<file path="config.mk">
export PLATFORM = sky130hd
export DESIGN_NAME = sipo_rx
export DESIGN_NICKNAME = d
export VERILOG_FILES = /design/src/rtl/sipo_pkg.sv /design/src/rtl/sipo_shreg.sv /design/src/rtl/sipo_rx.sv
export SDC_FILE = /design/constraint.sdc
export NUM_CORES = 1
export LEC_CHECK = 0
export CAP_MARGIN = 15
export CELL_PAD_IN_SITES_DETAIL_PLACEMENT = 0
export CELL_PAD_IN_SITES_GLOBAL_PLACEMENT = 1
export CORE_MARGIN = 4
export CORE_UTILIZATION = 39
export CTS_BUF_LIST = sky130_fd_sc_hd__clkbuf_4 sky130_fd_sc_hd__clkbuf_8
export CTS_CLUSTER_DIAMETER = 120
export DETAILED_ROUTE_END_ITERATION = 10
export GPL_TIMING_DRIVEN = 0
export PLACE_DENSITY = 0.85
export SETUP_SLACK_MARGIN = 0.3
export SLEW_MARGIN = 5
export SYNTH_ARGS = -nofsm -noshare
export SYNTH_HDL_FRONTEND = slang
export SYNTH_SLANG_ARGS = --single-unit
</file>
<file path="constraint.sdc">
create_clock -name clk -period 1.8 [get_ports clk]
set_input_delay 0.36 -clock clk [delete_from_list [all_inputs] [get_ports clk]]
set_output_delay 0.36 -clock clk [all_outputs]
set_load 0.01 [all_outputs]
</file>
<file path="src/rtl/sipo_pkg.sv">
// ============================================================================
// sipo_pkg : shared types and helpers for the sipo_rx serial receiver
// Rev 1.0
// ============================================================================
`default_nettype none

package sipo_pkg;

    typedef enum logic {
        IDLE  = 1'b0,
        SHIFT = 1'b1
    } sipo_state_t;

    // Bit counter width; a 1-bit floor keeps degenerate widths legal.
    function automatic int cnt_width(input int width);
        return (width > 1) ? $clog2(width) : 1;
    endfunction

endpackage

`default_nettype wire

</file>
<file path="src/rtl/sipo_shreg.sv">
// ============================================================================
// sipo_shreg : frame shift register and bit counter for sipo_rx
// Rev 1.0
// ============================================================================
`default_nettype none

module sipo_shreg
    import sipo_pkg::*;
#(
    parameter int WIDTH     = 4,
    parameter bit LSB_FIRST = 1'b1
) (
    input  logic             clk,
    input  logic             rst_n,
    input  logic             clr,
    input  logic             en,
    input  logic             si,
    output logic [WIDTH-1:0] word,
    output logic             last
);

    localparam int CNT_W = cnt_width(WIDTH);

    logic [WIDTH-1:0] r_sr;
    logic [CNT_W-1:0] r_cnt;
    logic [WIDTH-1:0] w_shifted;

    generate
        if (LSB_FIRST) begin : g_lsb_first
            assign w_shifted = {si, r_sr[WIDTH-1:1]};
        end else begin : g_msb_first
            assign w_shifted = {r_sr[WIDTH-2:0], si};
        end
    endgenerate

    // word already includes the current si, so the final bit is captured on the completing edge.
    assign word = w_shifted;
    assign last = (r_cnt == CNT_W'(WIDTH - 1));

    always_ff @(posedge clk) begin
        if (!rst_n || clr) begin
            r_sr  <= '0;
            r_cnt <= '0;
        end else if (en) begin
            r_sr  <= w_shifted;
            r_cnt <= last ? '0 : r_cnt + CNT_W'(1);
        end
    end

endmodule

`default_nettype wire

</file>
<file path="src/rtl/sipo_rx.sv">
// ============================================================================
// sipo_rx : serial-in/parallel-out receiver with buffered valid/ready output
// Rev 1.0
// ============================================================================
`default_nettype none

module sipo_rx
    import sipo_pkg::*;
#(
    parameter int WIDTH     = 4,
    parameter bit LSB_FIRST = 1'b1
) (
    input  logic             clk,
    input  logic             rst_n,
    input  logic             start,
    input  logic             si,
    input  logic             si_en,
    output logic [WIDTH-1:0] po,
    output logic             po_valid,
    input  logic             po_ready,
    output logic             busy,
    output logic             overrun
);

    sipo_state_t      r_state;
    logic [WIDTH-1:0] w_word;
    logic             w_last;
    logic             w_shift_en;
    logic             w_complete;

    // start wins over si_en, so a restart cycle never shifts its si bit in.
    assign w_shift_en = (r_state == SHIFT) && si_en && !start;
    assign w_complete = w_shift_en && w_last;

    sipo_shreg #(
        .WIDTH     (WIDTH),
        .LSB_FIRST (LSB_FIRST)
    ) u_shreg (
        .clk   (clk),
        .rst_n (rst_n),
        .clr   (start),
        .en    (w_shift_en),
        .si    (si),
        .word  (w_word),
        .last  (w_last)
    );

    always_ff @(posedge clk) begin
        if (!rst_n) begin
            r_state  <= IDLE;
            po       <= '0;
            po_valid <= 1'b0;
            busy     <= 1'b0;
            overrun  <= 1'b0;
        end else begin
            overrun <= 1'b0;
            if (po_valid && po_ready) begin
                po_valid <= 1'b0;
            end
            case (r_state)
                IDLE: begin
                    if (start) begin
                        r_state <= SHIFT;
                        busy    <= 1'b1;
                    end
                end
                SHIFT: begin
                    if (w_complete) begin
                        r_state <= IDLE;
                        busy    <= 1'b0;
                        // A word consumed on this same edge frees the buffer for the new one.
                        if (!po_valid || po_ready) begin
                            po       <= w_word;
                            po_valid <= 1'b1;
                        end else begin
                            overrun  <= 1'b1;
                        end
                    end
                end
                default: begin
                    r_state <= IDLE;
                    busy    <= 1'b0;
                end
            endcase
        end
    end

endmodule

`default_nettype wire
</file>
Yosys cells after proc, flatten, opt, wreduce, memory -nomap -nowiden

Cells that the tools add are included.

Flip-flop bits (word level): 14
Input bits: 6
Output and inout bits: 7
Word-level logic and storage cells: 36

$add $sub $neg: 1
Reduce and logical (&&, ||, !) cells: 12
Bitwise logic cells: 1
Mux-type cells: 12
Equality and inequality tests: 3

Operators by type and width:

| operator                                              | count |
|---|---|
| two-way mux 1 bit                                     | 9 |
| AND reduction 3 bit                                   | 2 |
| logical AND 1 bit                                     | 4 |
| one-hot mux 1 bit (2 select lines)                    | 2 |
| logical NOT 1 bit                                     | 3 |
| adder 2 x 1 -> 2 bit, second input constant           | 1 |
| == test 2 bit, second input constant                  | 1 |
| logical OR 1 bit                                      | 2 |
| two-way mux 2 bit                                     | 1 |
| inequality test 2 x 1 -> 1 bit, second input constant | 1 |
| inequality test 2 bit, second input constant          | 1 |
| AND reduction 2 bit                                   | 1 |
| NOT 1 bit                                             | 1 |

Longest topological paths before layout

Gate-level depths: netlist of run 1.

Word-level depth: 5
Depth in mapped cells: 4
Gate-level depth less buffers: 4

Modules after synthesis

Synthesis of run 1 repeated with hierarchy kept, for this count alone.

Cells, all modules: 54
Area, all modules: 555.5 sq um

By module, submodules not included:

| module     | instances | cells each | sequential area each (sq um) | area each (sq um) |
|---|---|---|---|---|
| sipo_rx    | 1         | 34         | 160.2                        | 339.1 |
| sipo_shreg | 1         | 20         | 100.1                        | 216.5 |

Worst setup path before layout of run 1

Ideal clock, no wire load.

Path type: reg-to-reg
Start point: register u_shreg.r_cnt[0]
End point: register po[0]
Arrival: 1.013 ns
Buffers on the path: 0
Stages on the path, launching flop included: 5
Period minus slack after synthesis: 1.084 ns
Slack: 0.716 ns
Data required time: 1.728 ns
Library setup time: 0.072 ns
Cells stage by stage: dfxtp_1 -> ha_1 -> nand4b_2 -> nor2_4 -> mux2i_1

Word-level cells in the longest chain between the ends: 3

RTL lines:

| item                          | RTL line         | text |
|---|---|---|
| start, declared               | sipo_shreg.sv:25 | `logic [CNT_W-1:0] r_cnt;` |
| start signal, assigned        | sipo_shreg.sv:46 | `r_cnt <= last ? '0 : r_cnt + CNT_W'(1);` |
| == test 2 bit                 | sipo_shreg.sv:38 | `assign last = (r_cnt == CNT_W'(WIDTH - 1));` |
| logical AND 1 bit             | sipo_rx.sv:33    | `assign w_complete = w_shift_en && w_last;` |
| AND reduction 3 bit (no line) | --               |  |
| end signal, assigned          | sipo_rx.sv:73    | `po <= w_word;` |
| end, declared                 | sipo_rx.sv:18    | `output logic [WIDTH-1:0] po,` |

Every way passes these cells.
A chain may end at the register's enable or synchronous reset.

Worst setup path in the final report of run 1

Start point: input si_en
End point: register po[1]

Word-level cells in the longest chain between the ends: 4

RTL lines:

| item                            | RTL line      | text |
|---|---|---|
| start, declared                 | sipo_rx.sv:17 | `input logic si_en,` |
| logical AND 1 bit (2 in series) | sipo_rx.sv:32 | `assign w_shift_en = (r_state == SHIFT) && si_en && !start;` |
| logical AND 1 bit               | sipo_rx.sv:33 |  |
| AND reduction 3 bit (no line)   | --            |  |

Every way passes these cells.

==> results of run 1 <==
[flip-flops by register name, indices dropped and copies added, names as in the netlist]
name and flops:
u_shreg.r_cnt 2, overrun 1, po 4, busy 1, r_state 1, po_valid 1
u_shreg.r_sr 3
[timing repair]
action                     in CTS  in global routing
pin swaps                       0                  0
resized for setup               6                  1
setup endpoints to repair       6                  1
[cell usage after synthesis]
master,number
dfxtp_1,13
nand2_1,12
a21oi_1,5
mux2i_1,5
nand3_1,4
nor2_1,3
nor2b_1,3
and3_1,1
clkbuf_1,1
ha_1,1
nand2_2,1
nand2b_1,1
nand4b_2,1
nor2_4,1
nor3b_2,1
o21a_1,1
o21ai_0,1
[where the power goes]
part | internal (mW) | switching (mW)
Combinational | 0.0181 | 0.0176
Sequential | 0.292 | 0.00560
Clock | 0.101 | 0.0942
[layout make-up]
| type | instances | area [um^2] |
|---|---|---|
| sequential | 13 | 260 |
| buffer | 1 | 3.75 |
| clock buffer | 4 | 30.0 |
| multi-input combinational | 41 | 253 |
| tap | 14 | 17.5 |
| fill | 108 | 492 |
| timing repair buffer | 12 | 115 |
[per-layer routing]
layer  up-vias  wire length [um]  track usage [%]  part of all wire (%)
met3         2                93             6.10                   9.6
met2        16               409             17.4                    42
met4         0                 6             5.42                  0.62
met1       184               455             13.6                    47
met5         -                 0                0                     0
li1        220                 -                -                     -
[worst max path at each step]
stage                           startpoint      end  slack, ps  depth (start not counted)
after floorplan           u_shreg.r_cnt[0]    po[0]        720                          4
after global placement               si_en    po[2]        180                          4
after detailed placement             si_en    po[1]        160                          4
after CTS                          overrun  overrun        310                          1
after global routing                 si_en    po[3]        380                          4
final                                si_en    po[1]        440                          4
[worst register-to-register path, stage by stage (launching register included)]
cell and delay [ps]:
dfxtp_1 350, ha_1 220, nand4b_2 150, nor2_4 210, mux2i_1 200
[logic make-up (layout without fill, tap and decap cells)]
family / after synthesis / count (layout) / synth area share [%]
compound gates: 7 / 7 / 7.26
simple gates: 28 / 28 / 29.5
mux: 5 / 5 / 9.69
buf+inv: 1 / 17 / 0.726
fa+ha+maj: 1 / 1 / 2.42
flops: 13 / 13 / 50.4
[metrics by stage]
stage	utilization [%]	area [um^2]	power, mW	hold slack (ps)	instances
detailed placement	55.9	654	0.341	447	81
finish	58.0	679	0.529	456	85
global route	58.0	679	0.549	471	85
global placement	55.9	654	0.341	443	81
floorplan	-	517	0.319	437	55
CTS	57.8	677	0.534	458	85
==> flow_summary.toml, run 1 <==
[worst_setup_path]
timing.critical_path.slowest_cell_delay_ps = 610
critPathLaunchType = "input port"
crit_path_max_fanout = 6
rr_worst_depth = 4
path_cells = "clkdlybuf4s50_1 > nand4b_2 > nor2_4 > mux2i_1"
crit_path_end_kind = "flop"
critPathKind = "input port to flop"
crit_buf_inv = 1
cp.required_ps = 2010
r2r_slack_ps = 610
rr_endpoint = "po[1]"
cp_slowest_cell = "clkdlybuf4s50_1"
worstReg2RegStart = "u_shreg.r_cnt[0]"
crit_arrival_ps = 1570
critical_path.top_delay_family = "buffers and inverters"

[synthesis]
synth.ff_latch_count = 13
netlist_instances = 55
netlist_area_um2 = 517
postSynthNetCount = 62
netlist-cell-type-count = 17
yosys-top-cells-area = "dfxtp_1 (50%), mux2i_1 (9.7%), nand2_1 (8.7%)"
avgSynthCellArea_um2 = 9.40
synth_warnings = 0
synthDominantAreaCellType = "dfxtp_1"
yosys.area.top_type_share_pct = 50.4
synth_seq_area_share_pct = 50.4

[run]
maxCapViolCount = 0

[drt]
avgViaCountPerCell = 4.96
ant_nets = 0
drt_first_pass_iters = 4
post-route-drc-count = 0
drt_first_iter_violations = 6
routed_wire_length_per_instance_um = 11.3
postRouteWirelength_um = 964
vias = 422

[final_layout]
area_delta_synth_final_pct = 31.5
num-nets-final = 79
post_route_cells_drive_above_1_share_pct = 11.3
most_frequent_cells_in_the_layout = "dfxtp_1 (13), nand2_1 (12), dlygate4sd2_1 (6)"
final_common_cell = "dfxtp_1"
antenna_diodes = 0

[sta]
setup_violations = 0
hold_viol_final = 0
final_min_period_over_clock_period_pct = 75.3
fin_tns_setup_ps = 0
max-slew-margin-rel_pct = 74.5
timing.final.ws_setup_ps = 444
skew_ps = 9.06
slew_violations = 0
fmaxAchievable_ghz = 0.737
period_minus_slack_ps = 1360
worst_pin_slew_ps = 383
grt_setup_unrepaired = "no"

[global_route]
first_global_vias = 367
antenna_violations_before_repair = 0
groute.usage.overall_pct = 11.6
grt_max_degree = 11
grt_remaining_overflow = 0
global_route_wire_length_before_repair_mm = 1.63

[clocking]
clock-root-buffer = "clkbuf_4"
insertion_delay_ps = 280
tritoncts_clock_tree = "built"
cts.clk_slew.worst_paths_ps = 80
cts_inserted_buffers = 3
cts.sinks = 13
post_cts_buffers = 0
cts_buffer_depth = 2
hold_buffers = 0
h-tree-depth = 1

[floorplanning]
dieWidth_um = 44.4
std_cell_rows = 12
placeableCoreArea_um2 = 1170
chipHeight_um = 44.4
fp.dieArea_um2 = 1970
initial_utilization_pct = 44.1
ios = 13

[placement]
dp.final_hpwl_um = 702
gpl.final_weighted_congestion = 0.681
pre_cts_ws_ps = 161
port-buffer-count = 12

[min_path]
hold_path.class = "flop to flop"
worstHoldStart = "po[3]"
min_path_cells = 2
terminating_pin_of_the_worst_hold_path = "po[3]"

[power]
cellPowerDensity_nw_per_um2 = 778
max-vdd-ir-drop_uv = 484
leakagePower_nw = 0.299

[status]
status = "complete, no violations"
(Power assumes the default switching activity.)
==> run 2, diff against run 1 <==
- CORE_UTILIZATION: 39 -> 36
- PLACE_DENSITY: 0.85 -> 0.79
- clock period: 1.8 -> 1.4 ns (I/O delays scaled with it)
==> run 2 against run 1 <==
Global-route usage up 0.29 points; first-iteration DRC count down 33%; clock-buffer cell count unchanged; non-clock buffer count up 2.
==> flow_summary.toml, run 2 (synthesis results as in run 1) <==
[placement]
dp.final_hpwl_um = 759
cell_area_after_placement_um2 = 656
pre_cts_ws_ps = -222
port-buffer-count = 12
gpl.final_weighted_congestion = 0.668
dpl.cell_count = 82

[clocking]
clock-root-buffer = "clkbuf_4"
cts_buffer_depth = 2
h-tree-depth = 1
insertion_delay_ps = 270
hold_buffers = 0
tritoncts_clock_tree = "built"
cts.sinks = 13
cts.clk_slew.worst_paths_ps = 80
cts_inserted_buffers = 3

[final_layout]
post_route_cells_drive_above_1_share_pct = 37.0
top_register = "po"
antenna_diodes = 0
finalInstanceArea_um2 = 704
fillerInstances = 133
most_frequent_cells_in_the_layout = "nand2_1 (12), dfxtp_2 (7), buf_2 (6)"
final-instance-count-excl-fill = 88
multi_input_comb_area_um2 = 274
final_common_cell = "nand2_1"
area_delta_synth_final_pct = 36.3
largest_register_ff_count = 4
num-nets-final = 81
area.sequential_um2 = 273
top_registers = "po (4), u_shreg.r_sr (3), u_shreg.r_cnt (2)"

[sta]
period_minus_slack_ps = 1130
grt_setup_unrepaired = "yes"
timing.final.ws_setup_ps = 270
slew_violations = 0
setup_violations = 0
max-slew-margin-rel_pct = 78.3
final_min_period_over_clock_period_pct = 80.7
fmaxAchievable_ghz = 0.885
worst_pin_slew_ps = 325
hold_viol_final = 0
skew_ps = 4.33

[global_route]
grt_remaining_overflow = 0
global_route_wire_length_before_repair_mm = 1.72
first_global_vias = 387
groute.usage.overall_pct = 11.9
grt_max_degree = 11
antenna_violations_before_repair = 0

[worst_setup_path]
critPathKind = "flop to flop"
crit_path_end_kind = "flop"
end_point_of_the_critical_path = "po[0]"
cp.required_ps = 1590
rr_worst_depth = 4
critPathLaunchType = "flop"
r2r_slack_ps = 270
worstSetupStartpoint = "u_shreg.r_cnt[0]"
rr_endpoint = "po[0]"
crit_arrival_ps = 1320
worstReg2RegStart = "u_shreg.r_cnt[0]"
crit_path_max_fanout = 4

[drt]
drt_first_iter_violations = 4
ant_nets = 0
routed_wire_length_per_instance_um = 12.1
drt_first_pass_iters = 4
post-route-drc-count = 0
vias = 430
postRouteWirelength_mm = 1.07
avgViaCountPerCell = 4.89

[power]
p_total_uw = 672
switching_share_pct = 21.7
cellPowerDensity_nw_per_um2 = 954
leakagePower_nw = 0.297
power.sequential.fraction_pct = 57.0
netSwitchingPower_uw = 146
clkPwrFrac_pct = 36.2
comb_power_share_pct = 6.8
max-vdd-ir-drop_uv = 831
power.internal_uw = 526

[floorplanning]
std_cell_rows = 13
chipHeight_um = 45.9
dieWidth_um = 45.9
fp.dieArea_um2 = 2110
ios = 13
placeableCoreArea_um2 = 1330
initial_utilization_pct = 38.7

[min_path]
hold_path.class = "flop to flop"

[status]
status = "complete, no violations"

[run]
maxCapViolCount = 0
[run 2: area by class of cell]
| type | count | share of cell area (%) |
|---|---|---|
| multi-input combinational | 41 | 38.9 |
| clock buffer | 4 | 4.26 |
| timing repair buffer | 14 | 14.7 |
| sequential | 13 | 38.7 |
| buffer | 1 | 0.710 |
| tap | 15 | 2.66 |
[run 2: worst min path at each step]
| stage | from | end | slack (ps) | cells after the start |
|---|---|---|---|---|
| 2_1_floorplan | si | po[3] | 420 | 2 |
| 3_3_place_gp | po[3] | po[3] | 440 | 2 |
| 3_5_place_dp | po[1] | po[1] | 450 | 2 |
| 4_1_cts | po[1] | po[1] | 460 | 2 |
| 5_1_grt | po[1] | po[1] | 490 | 2 |
| 6_report | po[2] | po[2] | 450 | 2 |
[run 2: critical path: stages, from the launching register on]
cell and delay [ps]:
dfxtp_4 370, ha_4 150, nand4b_4 120, nor2_4 190, mux2i_1 230
[run 2: repair_timing]
| item | CTS | global route |
|---|---|---|
| setup buffers | 2 | 0 |
| endpoints found under the setup margin | 15 | 11 |
| pin swaps | 2 | 0 |
| gates resized for setup | 39 | 3 |
[run 2: layer usage]
metal | vias to the layer above | wire (um) | global-route usage (%)
met5 | - | 0 | 0
met4 | 0 | 17 | 5.11
met3 | 2 | 89 | 5.93
met2 | 11 | 453 | 18.1
met1 | 196 | 506 | 13.9
li1 | 221 | - | -
[run 2: power by group through the flow]
| stage | Combinational [mW] | Clock [mW] | Sequential (mW) |
|---|---|---|---|
| final | 0.0454 | 0.243 | 0.383 |
| after global routing | 0.0498 | 0.264 | 0.384 |
| after CTS | 0.0457 | 0.256 | 0.384 |
| after detailed placement | 0.0479 | 0 | 0.391 |
| after global placement | 0.0475 | 0 | 0.391 |
| after floorplan | 0.0189 | 0 | 0.391 |
[run 2: per-stage QoR]
step / utilization [%] / setup TNS (ps) / hold WS [ps]
finish: 52.8 / 0 / 455
global route: 52.8 / 0 / 489
CTS: 53.6 / 0 / 460
detailed placement: 49.2 / -1200 / 450
global placement: 49.2 / -1080 / 443
floorplan: - / 0 / 422
==> run 3, diff against run 2 <==
- CORE_UTILIZATION: 36 -> 32
- PLACE_DENSITY: 0.79 -> 0.75
- clock period: 1.4 -> 0.99 ns (I/O delays scaled with it)
==> run 3 against run 2 <==
The flow now finishes with violations (setup timing); wire length shrank 6.0%; critical path depth unchanged; worst hold slack got worse by 53 ps; core utilization shrank 2.7 points; clock power grew 37%; final area increased by 8.3%; flip-flop and latch count did not move; clock-buffer cell count down 1; register-to-register slack worse by 330 ps; sequential share of layout area shrank 3.1 points; first-iteration DRC count increased by 100%; combinational power up 93%; critical endpoint is now po[1].
==> flow_summary.toml, run 3 (synthesis results as in run 1) <==
[placement]
dp.final_hpwl_um = 713
pre_cts_ws_ps = -514
port-buffer-count = 12
gpl.final_weighted_congestion = 0.796

[drt]
vias = 432
routed_wire_length_per_instance_um = 11.1
drt_first_pass_iters = 4
postRouteWirelength_mm = 1.00
avgViaCountPerCell = 4.80
post-route-drc-count = 0
ant_nets = 0
drt_first_iter_violations = 8

[final_layout]
largest_register_ff_count = 4
final_common_cell = "nand2_1"
top_registers = "po (4), u_shreg.r_sr (3), u_shreg.r_cnt (2)"
post_route_cells_drive_above_1_share_pct = 40.5
num-nets-final = 82
antenna_diodes = 0
area_delta_synth_final_pct = 47.7
area.sequential_um2 = 272
top_register = "po"
fillerInstances = 154
multi_input_comb_area_um2 = 294
most_frequent_cells_in_the_layout = "nand2_1 (12), dfxtp_2 (6), dfxtp_1 (6), mux2i_1 (5), buf_6 (5)"

[worst_setup_path]
cp.required_ps = 1200
critPathKind = "flop to flop"
path_cells = "ha_4 > nand4b_4 > nor2_4 > mux2i_1"
worstReg2RegStart = "u_shreg.r_cnt[0]"
crit_path_max_fanout = 4
rr_endpoint = "po[1]"
worstSetupStartpoint = "u_shreg.r_cnt[0]"
crit_arrival_ps = 1260
critPathLaunchType = "flop"
timing.critical_path.slowest_cell_delay_ps = 360
r2r_slack_ps = -60
crit_path_end_kind = "flop"
rr_worst_depth = 4
cp_slowest_cell = "dfxtp_2"

[sta]
setup_violations = 7
hold_viol_final = 0
timing.final.ws_setup_ps = -62.2
grt_setup_unrepaired = "yes"
max-slew-margin-rel_pct = 77.1
skew_ps = 10.2
period_minus_slack_ps = 1050
final_min_period_over_clock_period_pct = 106
fin_tns_setup_ps = -359
fmaxAchievable_ghz = 0.950
worst_pin_slew_ps = 343
slew_violations = 0

[status]
status = "finished, violations left"
violations_in_the_final_reports = "setup timing"

[floorplanning]
placeableCoreArea_um2 = 1520
ios = 13
initial_utilization_pct = 33.9
fp.dieArea_um2 = 2320
std_cell_rows = 14
chipHeight_um = 48.2
dieWidth_um = 48.2

[clocking]
h-tree-depth = 1
clock-root-buffer = "clkbuf_4"
cts.clk_slew.worst_paths_ps = 90
tritoncts_clock_tree = "built"
cts.sinks = 13
insertion_delay_ps = 280
cts_inserted_buffers = 3
cts_buffer_depth = 2
hold_buffers = 0

[run]
maxCapViolCount = 0

[global_route]
groute.usage.overall_pct = 10.9
antenna_violations_before_repair = 0
global_route_wire_length_before_repair_mm = 1.66
first_global_vias = 388
grt_remaining_overflow = 0
grt_max_degree = 11

[power]
cellPowerDensity_nw_per_um2 = 1260
max-vdd-ir-drop_uv = 655
leakagePower_nw = 0.303
p_total_uw = 963

[min_path]
hold_path.class = "input port to flop"
terminating_pin_of_the_worst_hold_path = "po[1]"
worstHoldStart = "rst_n"
min_path_cells = 3
==> run 3: cell count changes in the layout (fill, tap and decap cells not counted), moves of 2 or more <==
cell	change
a21oi_1	-2
a21oi_2	+2
buf_2	-5
buf_6	+5
==> run 3: layout make-up <==
type	instances	share of cell area [%]
plain buffers	1	0.656
clock inverters	1	0.656
flip-flops and latches	13	35.6
multi-input cells	41	38.5
clock buffers	3	2.95
repair buffers	15	19.0
well taps	16	2.62
==> run 3: where the power goes <==
part	internal, mW	total, mW	leakage (nW)	switching (mW)
sequential	0.531	0.541	0.109	0.0103
clock	0.150	0.334	0.0177	0.184
combinational	0.0456	0.0875	0.177	0.0418
total	0.726	0.963	0.303	0.236
==> run 3: what timing repair did <==
item,in CTS,in global routing
endpoints found under the hold margin,0,0
setup endpoints to repair,20,20
pin swaps,2,0
resized for setup,38,4
setup buffers,2,1
==> run 3: worst max-delay path by stage <==
stage / endpoint / slack (ps) / depth (start not counted)
3_5_place_dp: po[1] / -510 / 4
4_1_cts: po[3] / -80 / 4
6_report: po[1] / -60 / 4
2_1_floorplan: po[0] / 20 / 4
3_3_place_gp: overrun / -510 / 4
5_1_grt: po[2] / -130 / 4
==> run 3: worst max-delay path, delay by kind of cell, from the launching register on <==
family	cells	cell delay, ps
adders and majority gates	1	150
DFF	1	360
muxes	1	190
and+or+nand+nor	2	290
==> run 3: metal layers <==
metal  wire [um]  track usage [%]  vias to the layer above
li1            -                -                      224
met1         509             15.3                      194
met2         412             13.5                       12
met3          62             3.32                        2
met4          17             8.06                        0
met5           0                0                        -
==> run 3: stage by stage <==
step	hold WS, ps	cell area [um^2]	std cells	util (%)
floorplan	339	549	55	-
global placement	446	689	83	45.2
detailed placement	449	689	83	45.2
CTS	403	751	89	49.3
global route	418	763	90	50.1
finish	402	763	90	50.1
